File: src/rtl/dcache_pkg.sv
`default_nettype none
// ============================================================================
// Module   : dcache_pkg
// Purpose  : Shared geometry constants, FSM state codes and address field
//            helpers for the dcache controller slice.
// Revision : 1.0 - initial release
// ============================================================================
package dcache_pkg;

  // Geometry of the 2-way, 16-set, 32-byte-line data cache
  localparam int ADDR_W     = 32;
  localparam int WORD_W     = 32;
  localparam int LINE_W     = 256;
  localparam int INDEX_W    = 4;
  localparam int TAG_W      = 23;
  localparam int OFFSET_W   = 5;
  localparam int WSEL_W     = 3;
  localparam int SRAM_TAG_W = 25;

  // Status bits inside the SRAM tag word
  localparam int TAG_VALID_BIT = 24;
  localparam int TAG_DIRTY_BIT = 23;

  // Controller states
  localparam int STATE_W = 2;
  typedef logic [STATE_W-1:0] state_t;
  localparam state_t ST_IDLE   = 2'd0;
  localparam state_t ST_WBACK  = 2'd1;
  localparam state_t ST_REFILL = 2'd2;
  localparam state_t ST_UPDATE = 2'd3;

  // Set index: addr[8:5]
  function automatic logic [INDEX_W-1:0] idx(input logic [ADDR_W-1:0] addr);
    return addr[OFFSET_W +: INDEX_W];
  endfunction

  // Address tag: addr[31:9]
  function automatic logic [TAG_W-1:0] tag(input logic [ADDR_W-1:0] addr);
    return addr[OFFSET_W+INDEX_W +: TAG_W];
  endfunction

  // Word select within the line: addr[4:2]
  function automatic logic [WSEL_W-1:0] word_sel(input logic [ADDR_W-1:0] addr);
    return addr[2 +: WSEL_W];
  endfunction

endpackage
`default_nettype wire

File: src/rtl/dcache_word_merge.sv
`default_nettype none
// ============================================================================
// Module   : dcache_word_merge
// Purpose  : Combinational word lane logic. Replaces one word of a line with
//            store data and extracts the selected word for loads.
// Revision : 1.0 - initial release
// ============================================================================
module dcache_word_merge #(
  parameter int WORD_W = 32,
  parameter int LINE_W = 256,
  parameter int SEL_W  = 3
) (
  input  logic [LINE_W-1:0] line_i,
  input  logic [WORD_W-1:0] word_i,
  input  logic [SEL_W-1:0]  sel_i,
  output logic [LINE_W-1:0] line_o,
  output logic [WORD_W-1:0] word_o
);

  localparam int c_words = LINE_W / WORD_W;

  // Each lane takes the store word when selected, otherwise keeps the line
  genvar g;
  generate
    for (g = 0; g < c_words; g++) begin : g_lane
      assign line_o[g*WORD_W +: WORD_W] =
        (sel_i == SEL_W'(g)) ? word_i : line_i[g*WORD_W +: WORD_W];
    end
  endgenerate

  // Load extraction of the selected word
  assign word_o = line_i[sel_i*WORD_W +: WORD_W];

endmodule
`default_nettype wire

File: src/rtl/dcache_ctrl.sv
`default_nettype none
// ============================================================================
// Module   : dcache_ctrl
// Purpose  : Sequencing controller for the 2-way set-associative dcache SRAM.
//            Serves CPU hits combinationally; on a miss writes back a dirty
//            victim, refills the line from memory and replays the request.
// Revision : 1.0 - initial release
// ============================================================================
module dcache_ctrl
  import dcache_pkg::*;
(
  input  logic                  clk_i,
  input  logic                  rst_i,
  // CPU data port
  input  logic                  cpu_req_i,
  input  logic                  cpu_write_i,
  input  logic [ADDR_W-1:0]     cpu_addr_i,
  input  logic [WORD_W-1:0]     cpu_data_i,
  output logic [WORD_W-1:0]     cpu_data_o,
  output logic                  cpu_stall_o,
  // dcache_sram port
  output logic                  sram_enable_o,
  output logic                  sram_write_o,
  output logic [INDEX_W-1:0]    sram_addr_o,
  output logic [SRAM_TAG_W-1:0] sram_tag_o,
  output logic [LINE_W-1:0]     sram_data_o,
  input  logic [SRAM_TAG_W-1:0] sram_tag_i,
  input  logic [LINE_W-1:0]     sram_data_i,
  input  logic                  sram_hit_i,
  // Off-chip memory port
  output logic                  mem_req_o,
  output logic                  mem_write_o,
  output logic [ADDR_W-1:0]     mem_addr_o,
  output logic [LINE_W-1:0]     mem_data_o,
  input  logic [LINE_W-1:0]     mem_data_i,
  input  logic                  mem_ack_i
);

  // --------------------------------------------------------------------------
  // State and miss latches
  // --------------------------------------------------------------------------
  state_t              r_state;
  logic [INDEX_W-1:0]  r_index;
  logic [TAG_W-1:0]    r_tag;
  logic [LINE_W-1:0]   r_victim_line;
  logic [LINE_W-1:0]   r_refill_line;

  // --------------------------------------------------------------------------
  // Request decode
  // --------------------------------------------------------------------------
  logic [INDEX_W-1:0]  w_cpu_index;
  logic [TAG_W-1:0]    w_cpu_tag;
  logic [WSEL_W-1:0]   w_word_sel;
  logic                w_idle;
  logic                w_update;
  logic                w_miss;
  logic                w_victim_dirty;
  logic [LINE_W-1:0]   w_merged_line;
  logic [WORD_W-1:0]   w_load_word;

  assign w_cpu_index    = idx(cpu_addr_i);
  assign w_cpu_tag      = tag(cpu_addr_i);
  assign w_word_sel     = word_sel(cpu_addr_i);
  assign w_idle         = (r_state == ST_IDLE);
  assign w_update       = (r_state == ST_UPDATE);
  assign w_miss         = w_idle & cpu_req_i & ~sram_hit_i;
  // On a miss the SRAM presents the LRU way, which is the victim
  assign w_victim_dirty = sram_tag_i[TAG_VALID_BIT] & sram_tag_i[TAG_DIRTY_BIT];

  dcache_word_merge #(
    .WORD_W (WORD_W),
    .LINE_W (LINE_W),
    .SEL_W  (WSEL_W)
  ) u_word_merge (
    .line_i (sram_data_i),
    .word_i (cpu_data_i),
    .sel_i  (w_word_sel),
    .line_o (w_merged_line),
    .word_o (w_load_word)
  );

  // --------------------------------------------------------------------------
  // SRAM and CPU side outputs. In IDLE the SRAM is addressed straight from the
  // CPU so hits complete with zero latency; in UPDATE the latched miss address
  // and refill line are written. Reset masks the write strobe and the hit path.
  // --------------------------------------------------------------------------
  assign sram_enable_o = w_idle ? cpu_req_i : w_update;
  assign sram_write_o  = ~rst_i & ((w_idle & cpu_req_i & cpu_write_i & sram_hit_i) | w_update);
  assign sram_addr_o   = w_idle ? w_cpu_index : r_index;
  assign sram_tag_o    = {2'b00, (w_idle ? w_cpu_tag : r_tag)};
  assign sram_data_o   = w_update ? r_refill_line : w_merged_line;
  assign cpu_data_o    = w_load_word;
  assign cpu_stall_o   = cpu_req_i & ~(w_idle & sram_hit_i & ~rst_i);
  assign mem_data_o    = r_victim_line;

  // --------------------------------------------------------------------------
  // Miss sequencer: FSM, miss latches and registered memory request.
  // The writeback address is loaded into mem_addr_o directly from the victim
  // tag, so no separate victim-tag register is kept.
  // --------------------------------------------------------------------------
  always_ff @(posedge clk_i or posedge rst_i) begin
    if (rst_i) begin
      r_state       <= ST_IDLE;
      r_index       <= '0;
      r_tag         <= '0;
      r_victim_line <= '0;
      r_refill_line <= '0;
      mem_req_o     <= 1'b0;
      mem_write_o   <= 1'b0;
      mem_addr_o    <= '0;
    end else begin
      case (r_state)
        ST_IDLE: begin
          if (w_miss) begin
            r_index       <= w_cpu_index;
            r_tag         <= w_cpu_tag;
            r_victim_line <= sram_data_i;
            mem_req_o     <= 1'b1;
            if (w_victim_dirty) begin
              r_state     <= ST_WBACK;
              mem_write_o <= 1'b1;
              mem_addr_o  <= {sram_tag_i[TAG_W-1:0], w_cpu_index, {OFFSET_W{1'b0}}};
            end else begin
              r_state     <= ST_REFILL;
              mem_write_o <= 1'b0;
              mem_addr_o  <= {w_cpu_tag, w_cpu_index, {OFFSET_W{1'b0}}};
            end
          end
        end
        ST_WBACK: begin
          // Request stays up; it turns into the refill read after the ack
          if (mem_ack_i) begin
            r_state     <= ST_REFILL;
            mem_write_o <= 1'b0;
            mem_addr_o  <= {r_tag, r_index, {OFFSET_W{1'b0}}};
          end
        end
        ST_REFILL: begin
          if (mem_ack_i) begin
            r_state       <= ST_UPDATE;
            r_refill_line <= mem_data_i;
            mem_req_o     <= 1'b0;
          end
        end
        ST_UPDATE: begin
          r_state <= ST_IDLE;
        end
        default: begin
          r_state     <= ST_IDLE;
          mem_req_o   <= 1'b0;
          mem_write_o <= 1'b0;
        end
      endcase
    end
  end

endmodule
`default_nettype wire

File: config.mk
export PLATFORM = sky130hd
export DESIGN_NAME = dcache_ctrl
export DESIGN_NICKNAME = d
export VERILOG_FILES = /design/src/rtl/dcache_pkg.sv /design/src/rtl/dcache_word_merge.sv /design/src/rtl/dcache_ctrl.sv
export SDC_FILE = /design/constraint.sdc
export NUM_CORES = 2
export LEC_CHECK = 0
export BUFFER_PORTS_ARGS = -buffer_cell sky130_fd_sc_hd__buf_2
export CORE_AREA = 2 2 470 472
export DETAILED_ROUTE_END_ITERATION = 10
export DIE_AREA = 0 0 472 474
export RECOVER_POWER = 25
export SLEW_MARGIN = 20
export SYNTH_ARGS = -nofsm -noshare
export SYNTH_HDL_FRONTEND = slang
export SYNTH_SLANG_ARGS = --single-unit
File: constraint.sdc
create_clock -name clk_i -period 38.6 [get_ports clk_i]
set_input_delay 7.72 -clock clk_i [delete_from_list [all_inputs] [get_ports clk_i]]
set_output_delay 7.72 -clock clk_i [all_outputs]
set_load 0.005 [all_outputs]
==> out/results.txt <==
Critical path arrival -> 11.04 ns
Slowest stage cell, crit path -> buf_4
Post-CTS Setup Bufs -> 0
DPL Wire Length -> 201,000 um
Yosys cell types -> 36
Port Buffer Count -> 1,207
Hold violation count in the final report -> 0
P per Cell Area -> 79.6 mW/mm2
Post-Synthesis Cell Area -> 0.0296 mm2
Synth Instances -> 2,422
Maximum vdd ir drop -> 39.9 uV
Max_slew headroom -> -141%
Layout Utilization -> 18.9%
Critical path peak fanout -> 32
Startpoint Class -> primary input
Dominant synthesized flop cell -> dfrtp_1
Total Die Area -> 0.224 mm2
Slew Viols, Final -> 510
CP bufs+invs -> 4
Fin crit share -> 48.6%
Drt pass-1 iters -> 6
Clk slew on worst S/H paths -> 0.06 ns
Hold-fix buffers at CTS -> 0
Vias in the first global route -> 26,800
CP Class -> primary input to output port
Hold Path End -> mem_data_o[242]
RR Startpoint -> r_state[0]
Cell family with the largest share of critical-path delay -> buffers and inverters
Status -> finished, violations left
Delay of the slowest cell on the worst path -> 0.70 ns
Final min period -> 18.76 ns
Routed via count -> 27,700
Ys async rst share -> 100%
Critical path's most frequent cell -> buf_4
# DRC -> 0
Number of synthesized flops with an enable pin -> 0
HP Class -> register to register
RSZ-0062 raised after global routing -> false
Later-pin clock latency in the skew report -> 0.73 ns
Post-Route WL -> 240,000 um
Num CTS Buffers -> 80
DR iter-0 viols -> 2,821
Initial Util -> 13.5%
Fmax -> 0.0533 GHz
Clk buf depth -> 3
Hold-critical path depth -> 1
Register area share after synthesis -> 48.2%
Maximum number of pins on one net before global-route repair -> 95
Clock sink count -> 570
Worst slew pin tran -> 3.61 ns
GRT Residual Overflow -> 0
Ys Warns -> 0
R2R cell count -> 8
CTS H-tree depth -> 3
RePlAce Congestion -> 0.939
Yosys reg bits -> 570
Leakage -> 19.0 nW
Resized cells post-CTS -> 0
# setup viols final -> 0
Gr usage total -> 20.6%
Global-route wire length before repair -> 296,000 um
Final ANT Viol Nets -> 0
FF-to-FF End -> mem_data_o[167]
Area growth syn-to-layout -> 39.7%
Fin nets -> 4,143
CTS root buf -> clkbuf_16
Worst hold start -> mem_data_o[242]
# IOs -> 1,217
Layout cells sized above 1 -> 49.2%
Wirelength per Cell -> 36.6 um
CP cell instances -> buf_6, buf_4, nand3b_1, buf_4, mux2i_1, o21ai_1, buf_2
R2R Setup Slk -> 32.80 ns
Die width -> 472 um
Worst EP required -> 30.88 ns
Worst Setup End Kind -> output port
Die Y -> 474 um
Violated checks -> max-capacitance violations, max-slew violations
Cell Rows -> 172
CTS tree -> built
Worst clock skew -> 0.0406 ns
Via/cell ratio -> 4.24
Initial antenna violation count -> 218
Total negative slack -> 0 ns
Syn avg cell area -> 12.2 um2
Max_cap viols -> 12
Core area -> 0.219 mm2
==> registers in the layout (all words and copies together) (netlist names) <==
| name | flops |
|---|---|
| mem_addr_o | 27 |
| r_refill_line | 256 |
| mem_req_o | 1 |
| mem_write_o | 1 |
| r_state | 2 |
| r_tag | 23 |
| mem_data_o | 256 |
| r_index | 4 |
==> layout make-up <==
| class | count | area, um2 |
|---|---|---|
| clock buffers | 108 | 2230 |
| clock inverters | 37 | 443 |
| inverters | 29 | 110 |
| flip-flops and latches | 570 | 14300 |
| fillers | 24200 | 177000 |
| multi-input cells | 1595 | 14100 |
| diodes | 79 | 198 |
| repair buffers | 1256 | 6390 |
| well taps | 2871 | 3590 |
==> where the power goes <==
part           switching [mW]  internal, mW  leakage, nW
registers               0.164         0.903         6.79
logic                   0.875         0.575         10.9
clock network           0.332         0.444         1.32
==> metrics by stage <==
stage	worst slack, ns	hold slack, ns	cell area (um2)	total power [mW]	cells
final	19.84	0.483	41300	3.29	6545
after floorplan	10.52	0.464	29600	1.69	2428
after detailed placement	19.87	0.475	38500	2.54	6321
after global routing	19.48	0.496	41200	3.47	6498
after CTS	19.85	0.488	41200	3.34	6466
after global placement	19.86	0.468	38500	2.51	6321
==> how the worst max path moves through the flow <==
stage,start,end,slack (ns),cells past startpoint
6_report,cpu_addr_i[2],sram_data_o[222],19.84,7
5_1_grt,rst_i,cpu_stall_o,19.48,4
4_1_cts,cpu_addr_i[2],sram_data_o[222],19.85,7
3_5_place_dp,cpu_addr_i[2],sram_data_o[222],19.87,7
3_3_place_gp,cpu_addr_i[2],sram_data_o[222],19.86,7
2_1_floorplan,rst_i,cpu_stall_o,10.52,2
==> metal layers <==
metal | up-vias | GRT usage [%] | share of wire, %
met5 | - | 0 | 0.24
li1 | 11000 | - | -
met4 | 86 | 10.1 | 5.5
met1 | 14100 | 26.5 | 42
met3 | 484 | 10.6 | 14
met2 | 2014 | 27.8 | 39
==> cell families after synthesis <==
family	share of synthesized area, %
buf+inv	4.31
mux	35.9
fa+ha+maj	0.169
flops	48.2
compound gates	7.00
simple gates	4.41
other cells	0.0127
==> synth_stat cells (all sizes together) (2+ instances only) <==
cell	instances	share of area, %
nor3b	3	0.076
dfrtp	570	48
buf	126	2.6
nand2	281	3.6
clkbuf	108	1.4
ha	4	0.17
mux4	64	4.9
and3	23	0.49
mux2i	258	8.7
nor2	2	0.025
inv	29	0.37
a221oi	23	0.68
a211o	23	0.68
nand3b	4	0.10
nand3	2	0.051
o21ai	281	4.8
a22o	24	0.71
mux2	586	22
==> layout by cell type (no fill, tap or decap), types with 2 or more instances in the layout <==
master	instances
conb_1	7
mux2_2	323
clkinv_4	4
mux4_2	64
mux2_1	263
inv_6	4
clkbuf_1	31
clkinv_16	2
nor3b_2	3
diode_2	79
and3_1	23
clkbuf_8	10
a211o_1	23
dfrtp_1	570
nor2_1	2
bufinv_16	5
buf_4	38
a22o_1	24
o21ai_1	211
buf_2	1201
clkbuf_16	81
nand3b_1	4
buf_6	2
ha_2	2
nand2_1	281
inv_16	2
mux2i_1	257
o21ai_0	70
a221oi_1	23
inv_1	28
clkinv_2	18
clkinv_8	2
(Power assumes the default switching activity.)
